### config.mk
export PLATFORM = sky130hd
export DESIGN_NAME = softmax_sum_rx_16_flat
export DESIGN_NICKNAME = d
export VERILOG_FILES = /design/src/rtl/softmax_sum_rx_16_if.sv /design/src/rtl/softmax_sum_rx_16.sv /design/src/flat_wrapper.sv
export SDC_FILE = /design/constraint.sdc
export NUM_CORES = 1
export LEC_CHECK = 0
export BUFFER_PORTS_ARGS = -buffer_cell sky130_fd_sc_hd__buf_2
export CAP_MARGIN = 10
export CORE_MARGIN = 2
export CORE_UTILIZATION = 65
export DETAILED_ROUTE_END_ITERATION = 8
export PLACE_DENSITY = 0.95
export SLEW_MARGIN = 5
export SYNTH_ARGS = -nofsm -noshare
export SYNTH_HDL_FRONTEND = slang
export SYNTH_SLANG_ARGS = --single-unit
### constraint.sdc
create_clock -name clock_i -period 21.1 [get_ports clock_i]
set_input_delay 4.22 -clock clock_i [delete_from_list [all_inputs] [get_ports clock_i]]
set_output_delay 4.22 -clock clock_i [all_outputs]
set_load 0.02 [all_outputs]
### src/rtl/softmax_sum_rx_16_if.sv
// Handshake bundle between the softmax exp stage, this receiver and the divider.
// The slave view belongs to softmax_sum_rx_16; the master view to whatever drives it.
interface softmax_sum_rx_16_if #(
    parameter int DATA_SIZE = 16
);
    logic                   s_axis_valid_i;
    logic [2*DATA_SIZE-1:0] s_axis_data_i;
    logic                   s_axis_last_i;
    logic                   s_axis_ready_o;
    logic [DATA_SIZE+3:0]   sum_o;
    logic [7:0]             number_of_data_o;
    logic                   done_o;
    logic                   overflow_o;
    logic                   rd_valid_o;
    logic [DATA_SIZE-1:0]   rd_data_o;
    logic                   rd_last_o;
    logic                   rd_ready_i;

    modport slave (
        input  s_axis_valid_i, s_axis_data_i, s_axis_last_i, rd_ready_i,
        output s_axis_ready_o, sum_o, number_of_data_o, done_o, overflow_o,
               rd_valid_o, rd_data_o, rd_last_o
    );

    modport master (
        output s_axis_valid_i, s_axis_data_i, s_axis_last_i, rd_ready_i,
        input  s_axis_ready_o, sum_o, number_of_data_o, done_o, overflow_o,
               rd_valid_o, rd_data_o, rd_last_o
    );
endinterface

### src/rtl/softmax_sum_rx_16.sv
// Receives one packet of exp values, buffers and sums them, then replays the
// buffer to the divider stage alongside the final sum and count.
//
// state  | meaning
// RECV   | accepting exp beats, storing up to DEPTH and summing them
// REPLAY | sum/count frozen, buffer streamed out on the rd_* interface
module softmax_sum_rx_16 #(
    parameter int DATA_SIZE = 16,
    parameter int DEPTH     = 10
) (
    input  logic                  clock_i,
    input  logic                  reset_i,
    softmax_sum_rx_16_if.slave    io
);
    typedef enum logic {
        RECV   = 1'b0,
        REPLAY = 1'b1
    } state_t;

    localparam logic [7:0] LP_DEPTH = 8'(DEPTH);

    state_t               r_state;
    logic [DATA_SIZE-1:0] r_buf [DEPTH];
    logic [DATA_SIZE+3:0] r_sum;
    logic [7:0]           r_count;
    logic [7:0]           r_rd_ptr;
    logic                 r_ready;
    logic                 r_done;
    logic                 r_overflow;
    logic                 r_rd_valid;
    logic [DATA_SIZE-1:0] r_rd_data;
    logic                 r_rd_last;

    logic [DATA_SIZE-1:0] w_value;
    logic                 w_unused_lo;
    logic                 w_accept;
    logic                 w_room;
    logic                 w_store;
    logic [7:0]           w_count_next;
    logic [DATA_SIZE-1:0] w_first;
    logic [7:0]           w_ptr_next;
    logic [DATA_SIZE-1:0] w_next_data;
    logic                 w_handshake;

    assign w_value      = io.s_axis_data_i[2*DATA_SIZE-1:DATA_SIZE];
    assign w_unused_lo  = ^io.s_axis_data_i[DATA_SIZE-1:0];
    assign w_accept     = (r_state == RECV) && r_ready && io.s_axis_valid_i;
    assign w_room       = (r_count < LP_DEPTH);
    assign w_store      = w_accept && w_room;
    assign w_count_next = r_count + {7'd0, w_store};
    // A one-beat packet has not reached the buffer yet when REPLAY is entered.
    assign w_first      = (r_count == 8'd0) ? w_value : r_buf[0];
    assign w_ptr_next   = r_rd_ptr + 8'd1;
    assign w_handshake  = (r_state == REPLAY) && r_rd_valid && io.rd_ready_i;

    always_comb begin
        w_next_data = '0;
        for (int i = 0; i < DEPTH; i++) begin
            if (w_ptr_next == 8'(i)) begin
                w_next_data = r_buf[i];
            end
        end
    end

    always_ff @(posedge clock_i or posedge reset_i) begin
        if (reset_i) begin
            r_state    <= RECV;
            r_sum      <= '0;
            r_count    <= '0;
            r_rd_ptr   <= '0;
            r_ready    <= 1'b0;
            r_done     <= 1'b0;
            r_overflow <= 1'b0;
            r_rd_valid <= 1'b0;
            r_rd_data  <= '0;
            r_rd_last  <= 1'b0;
            for (int i = 0; i < DEPTH; i++) begin
                r_buf[i] <= '0;
            end
        end else begin
            r_done <= 1'b0;
            case (r_state)
                RECV: begin
                    r_ready <= 1'b1;
                    if (w_store) begin
                        for (int i = 0; i < DEPTH; i++) begin
                            if (r_count == 8'(i)) begin
                                r_buf[i] <= w_value;
                            end
                        end
                        r_sum   <= r_sum + {4'd0, w_value};
                        r_count <= w_count_next;
                    end
                    if (w_accept && !w_room) begin
                        r_overflow <= 1'b1;
                    end
                    if (w_accept && io.s_axis_last_i) begin
                        r_state    <= REPLAY;
                        r_ready    <= 1'b0;
                        r_done     <= 1'b1;
                        r_rd_valid <= 1'b1;
                        r_rd_data  <= w_first;
                        r_rd_last  <= (w_count_next == 8'd1);
                        r_rd_ptr   <= '0;
                    end
                end
                REPLAY: begin
                    if (w_handshake) begin
                        if (r_rd_last) begin
                            r_state    <= RECV;
                            r_rd_valid <= 1'b0;
                            r_rd_last  <= 1'b0;
                            r_sum      <= '0;
                            r_count    <= '0;
                            r_rd_ptr   <= '0;
                            r_overflow <= 1'b0;
                            r_ready    <= 1'b1;
                        end else begin
                            r_rd_ptr  <= w_ptr_next;
                            r_rd_data <= w_next_data;
                            r_rd_last <= (w_ptr_next == r_count - 8'd1);
                        end
                    end
                end
                default: r_state <= RECV;
            endcase
        end
    end

    assign io.s_axis_ready_o   = r_ready;
    assign io.sum_o            = r_sum;
    assign io.number_of_data_o = r_count;
    assign io.done_o           = r_done;
    assign io.overflow_o       = r_overflow;
    assign io.rd_valid_o       = r_rd_valid;
    assign io.rd_data_o        = r_rd_data;
    assign io.rd_last_o        = r_rd_last;
endmodule

### src/flat_wrapper.sv
// flat-port wrapper written by rule: the top's interface ports become plain ports
module softmax_sum_rx_16_flat 
#(
    parameter int DATA_SIZE = 16,
    parameter int DEPTH     = 10
)
  (clock_i, reset_i, io_s_axis_valid_i, io_s_axis_data_i, io_s_axis_last_i, io_rd_ready_i, io_s_axis_ready_o, io_sum_o, io_number_of_data_o, io_done_o, io_overflow_o, io_rd_valid_o, io_rd_data_o, io_rd_last_o);
  softmax_sum_rx_16_if #(.DATA_SIZE(DATA_SIZE)) io_i ();
  input  logic clock_i;
  input  logic reset_i;
  input wire logic [$bits(io_i.s_axis_valid_i)-1:0] io_s_axis_valid_i;
  input wire logic [$bits(io_i.s_axis_data_i)-1:0] io_s_axis_data_i;
  input wire logic [$bits(io_i.s_axis_last_i)-1:0] io_s_axis_last_i;
  input wire logic [$bits(io_i.rd_ready_i)-1:0] io_rd_ready_i;
  output wire logic [$bits(io_i.s_axis_ready_o)-1:0] io_s_axis_ready_o;
  output wire logic [$bits(io_i.sum_o)-1:0] io_sum_o;
  output wire logic [$bits(io_i.number_of_data_o)-1:0] io_number_of_data_o;
  output wire logic [$bits(io_i.done_o)-1:0] io_done_o;
  output wire logic [$bits(io_i.overflow_o)-1:0] io_overflow_o;
  output wire logic [$bits(io_i.rd_valid_o)-1:0] io_rd_valid_o;
  output wire logic [$bits(io_i.rd_data_o)-1:0] io_rd_data_o;
  output wire logic [$bits(io_i.rd_last_o)-1:0] io_rd_last_o;
  assign io_i.s_axis_valid_i = io_s_axis_valid_i;
  assign io_i.s_axis_data_i = io_s_axis_data_i;
  assign io_i.s_axis_last_i = io_s_axis_last_i;
  assign io_i.rd_ready_i = io_rd_ready_i;
  assign io_s_axis_ready_o = io_i.s_axis_ready_o;
  assign io_sum_o = io_i.sum_o;
  assign io_number_of_data_o = io_i.number_of_data_o;
  assign io_done_o = io_i.done_o;
  assign io_overflow_o = io_i.overflow_o;
  assign io_rd_valid_o = io_i.rd_valid_o;
  assign io_rd_data_o = io_i.rd_data_o;
  assign io_rd_last_o = io_i.rd_last_o;
  softmax_sum_rx_16 #(.DATA_SIZE(DATA_SIZE), .DEPTH(DEPTH)) u_core (.clock_i(clock_i), .reset_i(reset_i), .io(io_i));
endmodule
==> results.yml <==
run_status:
  status: "completed"
sta:
  fin_crit_sh_pct: 33.0
  setup-tns-final_ns: 0
  setup_viol: 0
  max_freq_mhz: 144
  max_slew.worst_pin.slew_ns: 1.21
  drv_slew: 0
  fin_skew_ns: 0.0173
  slew_headroom_pct: 19.2
  period_needed_ns: 6.96
  final_hold_viol_count: 0
  rsz0062_at_grt: "false"
  fin_ws_ns: 14.14
clock_tree:
  postCtsSetupBuffers: 0
  clk_latency_ns: 0.54
  cts-root-buf: "clkbuf_16"
  htreeDepth: 1
  numCtsBuffers: 23
  ctsResizeCount: 0
  cts_sinks: 218
  clockBufferDepth: 3
  cts_hold_buf: 0
  tritoncts: "built"
  cts.clk_slew.worst_paths_ns: 0.06
global_route:
  grt_pass1_wl_um: 53700
  grt_pass1_vias: 10200
  antenna_found_initial: 1
  grtUsageTotal_pct: 37.3
  overflow: 0
  grt_max_degree: 157
setup_path:
  critPathRequiredTime_ns: 21.53
  r2r_cells: 8
  start_kind: "input pin"
  crit_fanout: 19
  arrival_ns: 7.39
  crit_path_end_kind: "flop"
  path_class: "input pin to flop"
logic_synthesis:
  synth-xor-area-share_pct: 2.06
  synthSimpleGateAreaFrac_pct: 10.2
  synth.net_count: 1138
  synthCells: 1073
  ys_types: 67
  synth_mux_area_share_pct: 17.2
  synth.avg_cell_area_um2: 10.7
  synthAdderAreaFrac_pct: 3.11
  synthTopCellsByCount: "dfrtp_1 (218), mux2_2 (161), nand2_1 (96)"
  syn_area_mm2: 0.0115
  synth_edf_count: 0
  ys_ff_latch: 218
  yosys_most_used_dff: "dfrtp_1"
  synth_top_family_by_area: "multiplexers"
  synth_warnings: 0
  async_flop_share_pct: 100
  yosysSeqAreaShare_pct: 47.5
  synthTopCellsByArea: "dfrtp_1 (47%), mux2_2 (16%), nand2_1 (3.1%)"
  yosysTopAreaCell: "dfrtp_1"
  synth_compound_area_share_pct: 16.4
  synth.most_common_cell: "dfrtp_1"
  yosysTopAreaCellShare_pct: 47.5
route:
  post-route-drc-count: 0
  wl_per_cell_um: 25.4
  vias: 9803
  drt_iter0_drc: 1519
  wirelength_um: 34200
  via_per_inst: 7.27
  antenna_left: 0
  firstDrtPassIters: 6
placement:
  io_buffers: 69
  preCtsSetupSlack_ns: 13.89
  gp_congestion: 0.925
  dp_hpwl_um: 19400
  placed_area_mm2: 0.0119
flow_run:
  cap_violations: 0
floorplanning:
  die_h_um: 137
  coreArea_mm2: 0.0173
  start_util_pct: 66.5
  io_pins: 86
  die_w_um: 137
  die_area_mm2: 0.0188
  rows: 48
power:
  power_density_mw_per_mm2: 138
  power.switching_mw: 0.733
  vdd_ir_drop_max_mv: 0.110
  internal_power_mw: 1.02
  power_mw: 1.76
  p_seq_share_pct: 33.5
  combinationalPowerShare_pct: 42.9
  p_leak_nw: 5.97
  pwr-share-clk_pct: 23.6
  swShare_pct: 41.7
finish:
  nets: 1172
  layout-drive-gt1-share_pct: 27.1
  multi_input_area_mm2: 0.00564
  register_area_mm2: 0.00546
  fillers: 1029
  area_growth_pct: 10.5
  stdcell_area_mm2: 0.0127
min_path:
  hold_path_depth: 1
  worstHoldPathType: "flop to flop"
==> layout by cell type (no fill, tap or decap), types with 4 or more instances in the layout <==
cell type,instances
dfrtp_1,218
mux2_2,161
nand2_1,96
o21ai_0,71
buf_2,69
a21oi_1,58
nor2_1,57
inv_1,28
ha_1,27
clkbuf_16,23
nand3_1,21
a32oi_1,20
nor3_1,17
xnor2_1,16
mux2i_1,16
a211oi_1,13
o31ai_1,12
o211ai_1,12
xor2_1,11
o21ai_1,11
buf_4,11
a22o_1,9
a21o_1,8
and3_1,8
or3_1,6
clkbuf_8,6
a31oi_1,5
nor4_1,5
a22oi_1,5
o21a_1,5
o221ai_1,5
clkinv_2,5
a2111o_1,4
o2111ai_1,4
nand3b_1,4
nand2b_1,4
and2_1,4
nand2_2,4
clkbuf_1,4
==> layer usage <==
layer  share of wire [%]  global-route usage [%]  vias up
li1                    -                       -     3998
met1                  35                    45.1     4722
met2                  46                    59.4      854
met3                  11                    8.56      229
met4                 7.2                    25.6        0
met5                   0                       0        -
==> worst max-delay path: stages <==
cell and delay, ns:
buf_2 0.09, and3b_1 0.21, nand2_1 0.75, inv_1 0.18
a31oi_1 0.83, a21o_1 0.71, a21oi_1 0.23, o21ai_0 0.16
==> state kept, by name, indices dropped and copies added, names as in the netlist <==
name,count
u_core.io.s_axis_ready_o,1
u_core.io.overflow_o,1
u_core.io.rd_data_o,16
u_core.io.number_of_data_o,8
u_core.io.done_o,1
u_core.r_rd_ptr,8
u_core.r_buf,160
u_core.io.rd_last_o,1
u_core.io.rd_valid_o,1
u_core.r_state,1
u_core.io.sum_o,20
==> power by group through the flow <==
stage,registers [mW],logic (mW),clock network [mW]
2_1_floorplan,0.603,0.481,0
3_3_place_gp,0.580,0.660,0
4_1_cts,0.584,0.728,0.413
5_1_grt,0.597,0.801,0.429
3_5_place_dp,0.588,0.695,0
6_report,0.589,0.754,0.414
==> cells by family after synthesis <==
family,count (synthesis)
AND/OR/NAND/NOR,249
adder cells (fa/ha/maj),28
AO/OA/AOI/OAI,272
multiplexers,177
XOR/XNOR,27
flip-flops,218
buffers and inverters,102
==> per-stage QoR <==
step	hold slack (ns)	utilization, %	std cells
2_1_floorplan	0.470	-	1073
3_3_place_gp	0.475	68.9	1305
3_5_place_dp	0.485	68.9	1305
4_1_cts	0.502	73.3	1346
5_1_grt	0.511	73.4	1349
6_report	0.503	73.4	1349
==> final timing paths <==
kind | from | endpoint | slack, ns
max | io_s_axis_valid_i | u_core.io.rd_data_o[8] | 14.14
min | u_core.io.overflow_o | u_core.io.overflow_o | 0.50
max reg2reg | u_core.r_rd_ptr[0] | u_core.io.rd_data_o[5] | 16.88
min reg2reg | u_core.io.overflow_o | u_core.io.overflow_o | 0.50
max in group asynchronous | reset_i | u_core.io.rd_last_o | 15.77
min in group asynchronous | reset_i | u_core.r_buf[46] | 3.88
==> layout make-up <==
type	instances	area share, %
Timing Repair Buffer	81	3.46
Sequential cell	218	43.0
Clock inverter	8	0.719
Tap cell	225	2.22
Inverter	30	0.946
Multi-Input combinational cell	753	44.4
Antenna cell	1	0.0197
Clock buffer	33	5.30
Note: power is estimated with default switching activity, not from simulation.
